`config.mk`:
```
export PLATFORM = sky130hd
export DESIGN_NAME = prefetch_unit
export DESIGN_NICKNAME = d
export VERILOG_FILES = /design/src/rtl/lc3b_types.sv /design/src/rtl/fetch_queue.sv /design/src/rtl/prefetch_unit.sv
export SDC_FILE = /design/constraint.sdc
export NUM_CORES = 1
export LEC_CHECK = 0
export ABC_AREA = 1
export CAP_MARGIN = 10
export CORE_MARGIN = 2
export CORE_UTILIZATION = 40
export CTS_BUF_LIST = sky130_fd_sc_hd__clkbuf_2
export DETAILED_ROUTE_END_ITERATION = 8
export GPL_TIMING_DRIVEN = 0
export PLACE_DENSITY_LB_ADDON = 0.12
export SLEW_MARGIN = 20
export SYNTH_ARGS = -nofsm -noshare
export SYNTH_HDL_FRONTEND = slang
export SYNTH_SLANG_ARGS = --single-unit
```
`constraint.sdc`:
```
create_clock -name clk -period 2.8 [get_ports clk]
set_clock_uncertainty 0.1 [all_clocks]
set_input_delay 0.42 -clock clk [delete_from_list [all_inputs] [get_ports clk]]
set_output_delay 0.42 -clock clk [all_outputs]
set_load 0.005 [all_outputs]
```
`src/rtl/lc3b_types.sv`:
```
// Shared types for the LC-3b fetch path: machine word, fixed fetch step for the
// 16-bit word, and the prefetch FSM state encoding.
package lc3b_types;

    typedef logic [15:0] lc3b_word;

    localparam int FETCH_STEP = $bits(lc3b_word) / 8;

    typedef enum logic {
        FETCH = 1'b0,
        DROP  = 1'b1
    } prefetch_state_t;

endpackage

```
`src/rtl/fetch_queue.sv`:
```
// Circular FIFO of fetched entries {ir, pc, hit, predict}.
// clear empties the queue and rewinds both pointers; clear dominates push/pop.
// DEPTH must be a power of two so the pointers wrap naturally.
module fetch_queue #(
    parameter int WIDTH = 16,
    parameter int DEPTH = 4
) (
    input  logic                         clk,
    input  logic                         rst_n,
    input  logic                         clear,
    input  logic                         push,
    input  logic                         pop,
    input  logic [WIDTH-1:0]             push_ir,
    input  logic [WIDTH-1:0]             push_pc,
    input  logic                         push_hit,
    input  logic                         push_predict,
    output logic [WIDTH-1:0]             head_ir,
    output logic [WIDTH-1:0]             head_pc,
    output logic                         head_hit,
    output logic                         head_predict,
    output logic [$clog2(DEPTH+1)-1:0]   count
);

    localparam int PW = $clog2(DEPTH);

    logic [WIDTH-1:0] ir_mem [DEPTH];
    logic [WIDTH-1:0] pc_mem [DEPTH];
    logic [DEPTH-1:0] hit_mem;
    logic [DEPTH-1:0] predict_mem;
    logic [PW-1:0]    rd_ptr;
    logic [PW-1:0]    wr_ptr;

    // Pointer and occupancy bookkeeping; push and pop together keep count.
    always_ff @(posedge clk) begin
        if (!rst_n || clear) begin
            rd_ptr <= '0;
            wr_ptr <= '0;
            count  <= '0;
        end else begin
            if (push) wr_ptr <= wr_ptr + 1'b1;
            if (pop)  rd_ptr <= rd_ptr + 1'b1;
            if (push && !pop)
                count <= count + 1'b1;
            else if (pop && !push)
                count <= count - 1'b1;
        end
    end

    // Entry storage; data is not reset, occupancy alone marks it meaningful.
    always_ff @(posedge clk) begin
        if (push) begin
            ir_mem[wr_ptr]      <= push_ir;
            pc_mem[wr_ptr]      <= push_pc;
            hit_mem[wr_ptr]     <= push_hit;
            predict_mem[wr_ptr] <= push_predict;
        end
    end

    assign head_ir      = ir_mem[rd_ptr];
    assign head_pc      = pc_mem[rd_ptr];
    assign head_hit     = hit_mem[rd_ptr];
    assign head_predict = predict_mem[rd_ptr];

endmodule

```
`src/rtl/prefetch_unit.sv`:
```
// Prefetching fetch stage: one outstanding imem read at a time, results queued
// in fetch_queue for decode. A redirect flushes the queue; a read still in
// flight at that point is waited out in DROP and its data thrown away.
// Optional feature macro: PREFETCH_BTB_EN (use BTB prediction for next PC and
// store hit/predict bits per entry; when undefined the btb_* inputs are ignored).
module prefetch_unit
    import lc3b_types::*;
#(
    parameter int               WIDTH    = 16,
    parameter int               DEPTH    = 4,
    parameter logic [WIDTH-1:0] RESET_PC = '0
) (
    input  logic                         clk,
    input  logic                         rst_n,
    input  logic [WIDTH-1:0]             imem_rdata,
    input  logic                         imem_resp,
    output logic                         imem_read,
    output logic [WIDTH-1:0]             imem_address,
    input  logic                         redirect,
    input  logic [WIDTH-1:0]             redirect_pc,
    input  logic                         btb_hit,
    input  logic                         btb_predict,
    input  logic [WIDTH-1:0]             btb_target,
    input  logic                         deq_ready,
    output logic                         deq_valid,
    output logic [WIDTH-1:0]             ir_out,
    output logic [WIDTH-1:0]             pc_out,
    output logic                         instr_hit_out,
    output logic                         instr_predict_out,
    output logic [$clog2(DEPTH+1)-1:0]   count
);

    localparam int               CW   = $clog2(DEPTH + 1);
    localparam logic [WIDTH-1:0] STEP = WIDTH'(WIDTH / 8);
    localparam logic [CW-1:0]    FULL = CW'(DEPTH);

    prefetch_state_t  state;
    prefetch_state_t  state_next;
    logic [WIDTH-1:0] fetch_pc;
    logic [WIDTH-1:0] req_addr;
    logic             pending;

    logic             read_req;
    logic             resp_take;
    logic             start;
    logic             push;
    logic             pop;
    logic [WIDTH-1:0] next_pc;
    logic             push_hit;
    logic             push_predict;

`ifdef PREFETCH_BTB_EN
    assign next_pc      = (btb_hit && btb_predict) ? btb_target : fetch_pc + STEP;
    assign push_hit     = btb_hit;
    assign push_predict = btb_predict;
`else
    logic unused_btb;
    assign unused_btb   = ^{btb_hit, btb_predict, btb_target};
    assign next_pc      = fetch_pc + STEP;
    assign push_hit     = 1'b0;
    assign push_predict = 1'b0;
`endif

    // Request/response decode and next-state; a read issued in the redirect
    // cycle is already at memory, so it is treated like a pending one.
    always_comb begin
        state_next = state;
        read_req   = 1'b0;
        case (state)
            FETCH:   read_req = pending | (count < FULL);
            DROP:    read_req = 1'b1;
            default: read_req = 1'b0;
        endcase
        if (!rst_n) read_req = 1'b0;
        resp_take = read_req & imem_resp;
        start     = read_req & ~pending;
        if (redirect) begin
            if (resp_take)
                state_next = FETCH;
            else if (pending || start)
                state_next = DROP;
        end else if (state == DROP && resp_take) begin
            state_next = FETCH;
        end
    end

    assign push = (state == FETCH) & resp_take & ~redirect;
    assign pop  = deq_valid & deq_ready & ~redirect;

    // FSM, fetch PC and outstanding-read flag.
    always_ff @(posedge clk) begin
        if (!rst_n) begin
            state    <= FETCH;
            fetch_pc <= RESET_PC;
            pending  <= 1'b0;
        end else begin
            state <= state_next;
            if (redirect)
                fetch_pc <= redirect_pc;
            else if (push)
                fetch_pc <= next_pc;
            if (resp_take)
                pending <= 1'b0;
            else if (start)
                pending <= 1'b1;
        end
    end

    // Latch the request address so it stays stable while the read is open.
    always_ff @(posedge clk) begin
        if (start) req_addr <= fetch_pc;
    end

    assign imem_read    = read_req;
    assign imem_address = pending ? req_addr : fetch_pc;
    assign deq_valid    = rst_n & (count != '0);

    fetch_queue #(
        .WIDTH (WIDTH),
        .DEPTH (DEPTH)
    ) u_queue (
        .clk          (clk),
        .rst_n        (rst_n),
        .clear        (redirect),
        .push         (push),
        .pop          (pop),
        .push_ir      (imem_rdata),
        .push_pc      (imem_address),
        .push_hit     (push_hit),
        .push_predict (push_predict),
        .head_ir      (ir_out),
        .head_pc      (pc_out),
        .head_hit     (instr_hit_out),
        .head_predict (instr_predict_out),
        .count        (count)
    );

endmodule
```
==> metrics.md <==
| Metric | Value |
|---|---|
| Yosys warning total | 0 |
| Vert. Die Dim | 140 um |
| Most frequent standard cell in the layout excluding fill and tap cells | sky130_fd_sc_hd__edfxtp_1 |
| Top library cells by usage in the layout, fill and taps aside | 152 x sky130_fd_sc_hd__edfxtp_1, 103 x sky130_fd_sc_hd__nor2_1, 76 x sky130_fd_sc_hd__o21ai_0 |
| Max transition margin | 46.3% |
| Endpoint kind of the worst setup timing path | primary output |
| Sequential fraction of the synthesis area | 69.3% |
| Max-slew violation count | 0 |
| Antenna violations before repair | 0 |
| Run status | completed |
| Peak supply drop | 0.200 mV |
| Placement Rows | 49 |
| Number of vias per cell | 5.10 |
| Average size of a mapped cell | 11.5 um2 |
| Mapped Cells | 640 |
| Largest net degree at the start of global routing | 20 |
| Pwr Total | 4720 uW |
| Detailed placer's ending HPWL | 11.3 mm |
| Clk root buf | sky130_fd_sc_hd__clkbuf_2 |
| Remaining number of nets flagged by the antenna check after routing | 0 |
| Count of final hold-check violations | 0 |
| First drt pass iteration count | 5 |
| CTS tree | built |
| Final setup TNS | 0 ns |
| GR Layer Usage met2 | 29.5% |
| Syn Nets | 702 |
| # Max-Cap Violations | 0 |
| Area of all placed cells without fillers | 9290 um2 |
| DRC violation count after routing | 0 |
| Register bit total from synthesis | 179 |
| Hold Worst Slack | 0.132 ns |
| Total via count after detailed routing | 5093 |
| Number of buffers between clock root and the deepest sink | 2 |
| Highest Clock Rate | 376 MHz |
| Tmin final | 2.66 ns |
| DP Cell Count | 962 |
| Worst Path Max Fanout | 11 |
| Total routed wirelength | 16.8 mm |
| Drt first-iter violations | 281 |
| Required time of the critical path | 2.28 ns |
| Total leakage power | 0.00348 uW |
| Port Buffer Count | 89 |
| Busiest layer in global routing | met2 |
| Arrival time worst endpoint | 2.14 ns |
| Number of library cell types mapped by synthesis | 32 |
| Min-delay worst type | primary input to register |
| Die W | 140 um |
| Antenna diode count | 0 |
| Standard cell area after detailed placement | 8680 um2 |
| Filler cell count | 1587 |
| Initial Utilization | 40.8% |
| Period utilisation layout | 94.9% |
| I/O pin cnt | 110 |
| Global-route wire length before repair | 26.2 mm |
| Routability-driven placement congestion ratio | 0.868 |
| Final setup fails | 0 |
| Critical Setup Path Class | register to primary output |
| Total clock sinks | 179 |
| Slew at the pin closest to its max-slew limit | 0.805 ns |
| Clock transition at path regs | 0.25 ns |
| Number of cells in the finished layout apart from fillers | 998 |
| CTS buffer count | 17 |
| H-tree depth reported by CTS | 4 |
| Nature of the critical path startpoint | register |
| Met3 track utilization from global routing | 3.79% |
| Layout cell share with drive strength beyond 1 | 15.5% |
| Unrepaired setup endpoints after global routing | yes |
| Total power density per cell area | 508 nW/um2 |
| Average detailed-routed wire length per instance | 16.9 um |
| Clock latency at the later pin of the worst-skew pair | 0.73 ns |
| Area grow syn2layout | 26.2% |
| Net count of the finished layout | 818 |
| Met1 capacity usage during global routing | 22.6% |
| Floorplan die area | 19500 um2 |
| Via count of the first global-routing pass | 4933 |
| Placeable core region | 18000 um2 |
| GRT Resource Usage Total | 17.5% |
| Overall overflow remaining after global route | 0 |
| Mapped Area | 7360 um2 |
[final cells by class]
class | count | area [um2] | share of cell area, %
flip-flops and latches | 179 | 5110 | 55.0
well taps | 229 | 287 | 3.08
inverters | 43 | 186 | 2.01
clock buffers | 18 | 90.1 | 0.969
repair buffers | 97 | 1040 | 11.1
clock inverters | 14 | 153 | 1.64
plain buffers | 27 | 358 | 3.85
multi-input cells | 391 | 2070 | 22.3
[path summary, 6_finish.rpt]
kind	startpoint	end	slack (ns)	cells past startpoint
hold / removal	redirect_pc[0]	fetch_pc[0]	0.13	3
setup reg to reg	pending	u_queue.count[2]	0.17	12
hold reg to reg	u_queue.rd_ptr[0]	u_queue.rd_ptr[0]	0.40	1
setup / recovery	register	pc_out[2]	0.14	6
[logic make-up after synthesis]
kind of cell / share of synthesized area, %
flip-flops: 69.3
XOR/XNOR: 0.714
adder cells (fa/ha/maj): 1.29
buffers and inverters: 4.21
AND/OR/NAND/NOR: 12.8
AO/OA/AOI/OAI: 11.7
[what timing repair did]
item                                    CTS  global route
pin swaps                                 4             1
endpoints found under the setup margin   50            11
gates resized for setup                 138            24
cloned                                    1             0
hold buffers                              2             0
hold endpoints to repair                 21             0
buffers inserted                          0             1
[cell usage after synthesis (all sizes together)]
master	n	area share (%)
edfxtp	152	62
nor2	117	6.5
o21ai	95	6.5
nand2	76	4.1
inv	43	2.3
o22ai	32	2.7
a21oi	30	2.2
dfxtp	27	7.3
nand3	16	1.2
buf	14	1.3
clkbuf	13	0.66
nand4	7	0.80
ha	6	1.0
xor2	6	0.71
a211oi	1	0.10
fa	1	0.27
nor3	1	0.068
o21a	1	0.10
o31ai	1	0.10
or2	1	0.085
[where the power goes]
| part | internal [uW] | switching, uW | leakage (uW) |
|---|---|---|---|
| registers | 2970 | 42.8 | 0.00163 |
| clock network | 426 | 890 | 0.000142 |
| logic | 178 | 219 | 0.00171 |
| total | 3570 | 1150 | 0.00348 |
[worst max-delay path, cell delays in order, from the launching register on]
cell and delay (ns):
sky130_fd_sc_hd__dfxtp_2 0.40, sky130_fd_sc_hd__buf_12 0.15, sky130_fd_sc_hd__inv_12 0.10, sky130_fd_sc_hd__bufbuf_16 0.26, sky130_fd_sc_hd__nor2_1 0.04, sky130_fd_sc_hd__o22ai_1 0.19, sky130_fd_sc_hd__dlygate4sd2_1 0.26
[registers in the layout, summed over array words and instances, names as in the netlist, named ones only]
register             cells
u_queue.hit_mem          4
u_queue.predict_mem      4
u_queue.wr_ptr           2
req_addr                16
state                    1
pending                  1
u_queue.rd_ptr           2
u_queue.ir_mem          64
u_queue.count            3
u_queue.pc_mem          64
fetch_pc                16
[metal layers]
metal / vias up / share of wire (%)
li1: 2495 / -
met1: 2438 / 45
met2: 140 / 48
met3: 20 / 4.5
met4: 0 / 1.8
met5: - / 0
[per-stage QoR]
stage	utilization, %	worst slack (ns)
final	51.6	0.143
after CTS	51.2	-0.144
after detailed placement	48.2	-0.306
after global routing	51.6	-0.0601
after floorplan	-	-0.260
after global placement	47.4	-2.09
(Power assumes the default switching activity.)
==> RTL change 1 (same flow settings) <==
`WIDTH` is set to 16 in 2 places; all go to 20.
--- a/src/rtl/fetch_queue.sv
+++ b/src/rtl/fetch_queue.sv
@@ -2,7 +2,7 @@
 // clear empties the queue and rewinds both pointers; clear dominates push/pop.
 // DEPTH must be a power of two so the pointers wrap naturally.
 module fetch_queue #(
-    parameter int WIDTH = 16,
+    parameter int WIDTH = 20,
     parameter int DEPTH = 4
 ) (
     input  logic                         clk,
--- a/src/rtl/prefetch_unit.sv
+++ b/src/rtl/prefetch_unit.sv
@@ -6,7 +6,7 @@
 module prefetch_unit
     import lc3b_types::*;
 #(
-    parameter int               WIDTH    = 16,
+    parameter int               WIDTH    = 20,
     parameter int               DEPTH    = 4,
     parameter logic [WIDTH-1:0] RESET_PC = '0
 ) (
Ports: changed (6 resized); port bits go from 110 to 134. No check against the original RTL was run, so the function may have changed too.
==> RTL change 1 against the unedited design <==
Count of clock-buffer cells in the layout rose by 73. Setup slack improved by 16 ps. Total power rose by 31%. Final area rose by 25%. Global-route usage rose by 0.97 points. Sequential cell count rose by 40. Synthesized area rose by 22%. Combinational power rose by 20%. Routed wire length rose by 30%. Critical endpoint is now pc_out[7]. Largest cell class unchanged.
==> RTL change 1: results (changes against the unedited design) <==
<table>
<tr><th>Metric</th><th>Value</th></tr>
<tr><th colspan="2">Pwr</th></tr>
<tr><td>Static leakage power</td><td>4.58 nW (was 3.48 nW)</td></tr>
<tr><td>IR drop worst, VDD</td><td>0.245 mV (was 0.200 mV)</td></tr>
<tr><th colspan="2">Placement</th></tr>
<tr><td>DP Wirelength</td><td>14200 um (was 11300 um)</td></tr>
<tr><td>Final weighted congestion of routability-driven global placement</td><td>0.815 (was 0.868)</td></tr>
<tr><td>Placed Instances</td><td>1190 (was 962)</td></tr>
<tr><td>IO Port Bufs</td><td>110 (was 89)</td></tr>
<tr><th colspan="2">Clocking</th></tr>
<tr><td>Clk_lat worst skew</td><td>790 ps (was 730 ps)</td></tr>
<tr><td>TritonCTS buffer count</td><td>57 (was 17)</td></tr>
<tr><td>H-tree level count</td><td>2 (was 4)</td></tr>
<tr><td>Clock transition time at the flip-flop clock pins of the worst setup and hold paths</td><td>90 ps (was 250 ps)</td></tr>
<tr><th colspan="2">Synthesis</th></tr>
<tr><td>Dominant cells by area after synthesis</td><td>edfxtp_1 (63%), dfxtp_1 (6.9%), o21ai_0 (6.3%) (was edfxtp_1 (62%), dfxtp_1 (7.3%), o21ai_0 (6.1%))</td></tr>
<tr><td>Sequential share of the synthesized area</td><td>69.6% (was 69.3%)</td></tr>
<tr><td>EDFF count, synth</td><td>188 (was 152)</td></tr>
<tr><td>Commonest cells in the synthesized netlist</td><td>edfxtp_1 (188), nor2_1 (115), o21ai_0 (114), nand2_1 (97), inv_1 (59) (was edfxtp_1 (152), nor2_1 (108), o21ai_0 (90), nand2_1 (71), inv_1 (36))</td></tr>
<tr><td>Total nets after synthesis</td><td>867 (was 702)</td></tr>
<tr><td>Mapped Cells</td><td>793 (was 640)</td></tr>
<tr><th colspan="2">Global route</th></tr>
<tr><td>Pin count of the biggest net entering global routing</td><td>23 (was 20)</td></tr>
<tr><td>Global-route wire length before repair</td><td>34100 um (was 26200 um)</td></tr>
<tr><td>Vias in the first global route</td><td>6202 (was 4933)</td></tr>
<tr><td>Antenna violations before repair</td><td>1 (was 0)</td></tr>
<tr><td>GRT Resource Usage Total</td><td>18.5% (was 17.5%)</td></tr>
<tr><th colspan="2">Route</th></tr>
<tr><td>Initial DRC count</td><td>367 (was 281)</td></tr>
<tr><td>Detail-routed via count per cell</td><td>4.91 (was 5.10)</td></tr>
<tr><td>Via count</td><td>6386 (was 5093)</td></tr>
<tr><th colspan="2">Run status</th></tr>
<tr><td>Outcome</td><td>completed (unchanged)</td></tr>
<tr><th colspan="2">Critical path</th></tr>
<tr><td>Crit Path Max Fanout</td><td>10 (was 11)</td></tr>
<tr><td>Data arrival time of the critical path</td><td>2120 ps (was 2140 ps)</td></tr>
<tr><th colspan="2">Layout</th></tr>
<tr><td>Nets</td><td>1055 (was 818)</td></tr>
</table>
-- RTL change 1: timing repair --
item / in CTS / in global routing
setup endpoints to repair: 62 / 72
cloned: 1 / 0
hold buffers: 1 / 0
setup buffers: 3 / 7
hold endpoints to repair: 19 / 0
resized for setup: 181 / 45
pin swaps: 4 / 5
-- RTL change 1: kinds of logic (layout without fill, tap and decap cells) --
family	Yosys count	in the layout	synth area share [%]
simple gates	265	265	12.5
flops	219	219	69.6
compound gates	193	193	11.6
buf+inv	103	330	4.61
fa+ha+maj	7	7	1.06
xor+xnor	5	5	0.486
mux	1	1	0.111
other cells	0	1	0
-- RTL change 1: final timing paths --
check	start	end	slack, ps
max	flop	pc_out[7]	160
min	redirect_pc[0]	fetch_pc[0]	160
max reg2reg	pending	u_queue.pc_mem[3][2]	260
min reg2reg	fetch_pc[0]	req_addr[0]	370
-- RTL change 1: area by class of cell --
cell class | instances | area, um^2
diodes | 1 | 2.50
plain buffers | 38 | 419
clock buffers | 91 | 455
clock inverters | 7 | 26.3
fillers | 1979 | 10300
inverters | 65 | 256
multi-input cells | 471 | 2490
flip-flops and latches | 219 | 6280
well taps | 280 | 350
repair buffers | 129 | 1360
-- RTL change 1: critical path, cell delays in order (launching register included) --
cell	delay [ps]
dfxtp_4	390
buf_12	140
clkinv_8	80
clkbuf_8	180
o21ai_0	160
o22ai_1	80
dlygate4sd2_1	300
-- RTL change 1: metal layers --
layer	global-route usage [%]	share of wire [%]
met2	31.0	48
met1	24.3	44
met5	0	0
met3	3.66	5.7
met4	6.05	1.5
-- RTL change 1: per-stage QoR --
stage	TNS [ps]	hold slack [ps]	power (mW)
after floorplan	-67710	325	3.94
after global placement	-437390	350	4.21
after detailed placement	-41910	350	4.22
after CTS	-1670	63.0	6.29
after global routing	-16.7	71.2	6.53
final	0	158	6.19
-- RTL change 1: power breakdown --
group	switching [mW]	internal, mW
clock	1.20	0.840
combinational	0.264	0.214
sequential	0.0469	3.63
total	1.51	4.68
==> RTL change 2 (same settings) <==
Made on the original files. Make the reset (`rst_n`) asynchronous in one clocked block.
--- a/src/rtl/prefetch_unit.sv
+++ b/src/rtl/prefetch_unit.sv
@@ -88,7 +88,7 @@
     assign pop  = deq_valid & deq_ready & ~redirect;
 
     // FSM, fetch PC and outstanding-read flag.
-    always_ff @(posedge clk) begin
+    always_ff @(posedge clk or negedge rst_n) begin
         if (!rst_n) begin
             state    <= FETCH;
             fetch_pc <= RESET_PC;
Behaviour: differs if rst_n is asserted again (counterexample within 4 cycles, from zero or initial values and one cycle with rst_n low); with rst_n held inactive, the same outputs for 4 cycles.
==> RTL change 2 against the unedited design <==
Total power grew 8.9%. Routed wire length rose by 1.2%. Setup slack got worse by 57 ps. Non-clock buffer count grew 7. Clock power up 22%. Sequential cell count unchanged. Largest power group unchanged. Final area grew 1.7%. Largest cell class unchanged. Synthesized cell count decreased by 0.63%. Synthesized area shrank 0.22%.
==> RTL change 2: results (changes against the unedited design) <==
<table>
<tr><th>Metric</th><th>Value</th></tr>
<tr><th colspan="2">Run status</th></tr>
<tr><td>Outcome</td><td>completed (unchanged)</td></tr>
<tr><th colspan="2">Route</th></tr>
<tr><td>Via count</td><td>5076 (was 5093)</td></tr>
<tr><td>Detail-routed via count per cell</td><td>5.07 (was 5.10)</td></tr>
<tr><td>TritonRoute pass-1 iters</td><td>6 (was 5)</td></tr>
<tr><td>Detailed Route WL</td><td>17000 um (was 16800 um)</td></tr>
<tr><th colspan="2">Synthesis</th></tr>
<tr><td>Async set-reset flop share out of synthesis</td><td>10.1% (was 0%)</td></tr>
<tr><td>Mapped Cells</td><td>636 (was 640)</td></tr>
<tr><td>Sequential share of the synthesized area</td><td>70.7% (was 69.3%)</td></tr>
<tr><td>Dominant cells by area after synthesis</td><td>edfxtp_1 (62%), o21ai_0 (6.3%), dfrtp_1 (6.1%) (was edfxtp_1 (62%), dfxtp_1 (7.3%), o21ai_0 (6.1%))</td></tr>
<tr><th colspan="2">Global route</th></tr>
<tr><td>Pin count of the biggest net entering global routing</td><td>21 (was 20)</td></tr>
<tr><td>Vias in the first global route</td><td>4955 (was 4933)</td></tr>
<tr><td>GRT Resource Usage Total</td><td>17.9% (was 17.5%)</td></tr>
<tr><th colspan="2">Placement</th></tr>
<tr><td>Setup slack after placement</td><td>-974 ps (was -306 ps)</td></tr>
<tr><td>IO Port Bufs</td><td>90 (was 89)</td></tr>
<tr><td>Final weighted congestion of routability-driven global placement</td><td>0.825 (was 0.868)</td></tr>
<tr><th colspan="2">Clocking</th></tr>
<tr><td>Clk_lat worst skew</td><td>700 ps (was 730 ps)</td></tr>
<tr><th colspan="2">Critical path</th></tr>
<tr><td>Worst stage delay on the critical path</td><td>550 ps (was 400 ps)</td></tr>
<tr><td>Worst reg-to-reg setup slack</td><td>240 ps (was 170 ps)</td></tr>
<tr><td>Crit Path Max Fanout</td><td>10 (was 11)</td></tr>
<tr><td>Cell type of the slowest stage on the worst timing path</td><td>clkdlybuf4s50_1 (was dfxtp_2)</td></tr>
<tr><td>Last element of the critical path</td><td>imem_address[9] (was pc_out[2])</td></tr>
<tr><th colspan="2">Timing</th></tr>
<tr><td>Relative slew slack</td><td>40.6% (was 46.3%)</td></tr>
<tr><th colspan="2">Layout</th></tr>
<tr><td>Nets</td><td>821 (was 818)</td></tr>
<tr><td>Share of post-route cells with drive strength above 1</td><td>14.8% (was 15.5%)</td></tr>
<tr><th colspan="2">Pwr</th></tr>
<tr><td>Static leakage power</td><td>3.57 nW (was 3.48 nW)</td></tr>
<tr><td>IR drop worst, VDD</td><td>0.285 mV (was 0.200 mV)</td></tr>
</table>
-- RTL change 2: through the flow --
| stage | total power [mW] | cell area [um^2] | hold WS, ps |
|---|---|---|---|
| after floorplan | 3.28 | 7350 | 24.4 |
| after global placement | 3.51 | 8530 | 337 |
| after detailed placement | 3.52 | 8670 | 339 |
| after CTS | 5.17 | 9340 | 72.1 |
| after global routing | 5.34 | 9450 | 54.2 |
| final | 5.14 | 9450 | 139 |
-- RTL change 2: layout make-up --
cell class / count / area share (%)
flip-flops and latches: 179 / 55.1
well taps: 229 / 3.03
repair buffers: 105 / 11.6
clock inverters: 15 / 2.49
clock buffers: 17 / 0.900
inverters: 50 / 2.16
multi-input cells: 380 / 21.4
plain buffers: 26 / 3.31
-- RTL change 2: cells by family (layout without fill, tap and decap cells) --
| family | after synthesis | in the layout | synth area share [%] |
|---|---|---|---|
| simple gates | 217 | 217 | 12.1 |
| flops | 179 | 179 | 70.7 |
| compound gates | 151 | 151 | 11.0 |
| buf+inv | 77 | 213 | 4.26 |
| fa+ha+maj | 7 | 7 | 1.29 |
| xor+xnor | 5 | 5 | 0.596 |
-- RTL change 2: repair_timing --
action	CTS	global route
endpoints found under the setup margin	64	30
endpoints found under the hold margin	27	0
pin swaps	5	9
buffers inserted	3	6
hold buffers	2	0
resized for setup	131	29
-- RTL change 2: layer usage --
metal,up-vias,GRT usage [%],wire [um]
li1,2486,-,-
met1,2444,24.0,7490
met2,132,30.0,8520
met3,14,4.09,877
met4,0,3.99,157
met5,-,0,0
-- RTL change 2: report_power, final --
part | switching [mW] | leakage, nW | internal (mW)
combinational | 0.273 | 1.73 | 0.220
clock | 0.856 | 0.178 | 0.756
sequential | 0.0535 | 1.67 | 2.99
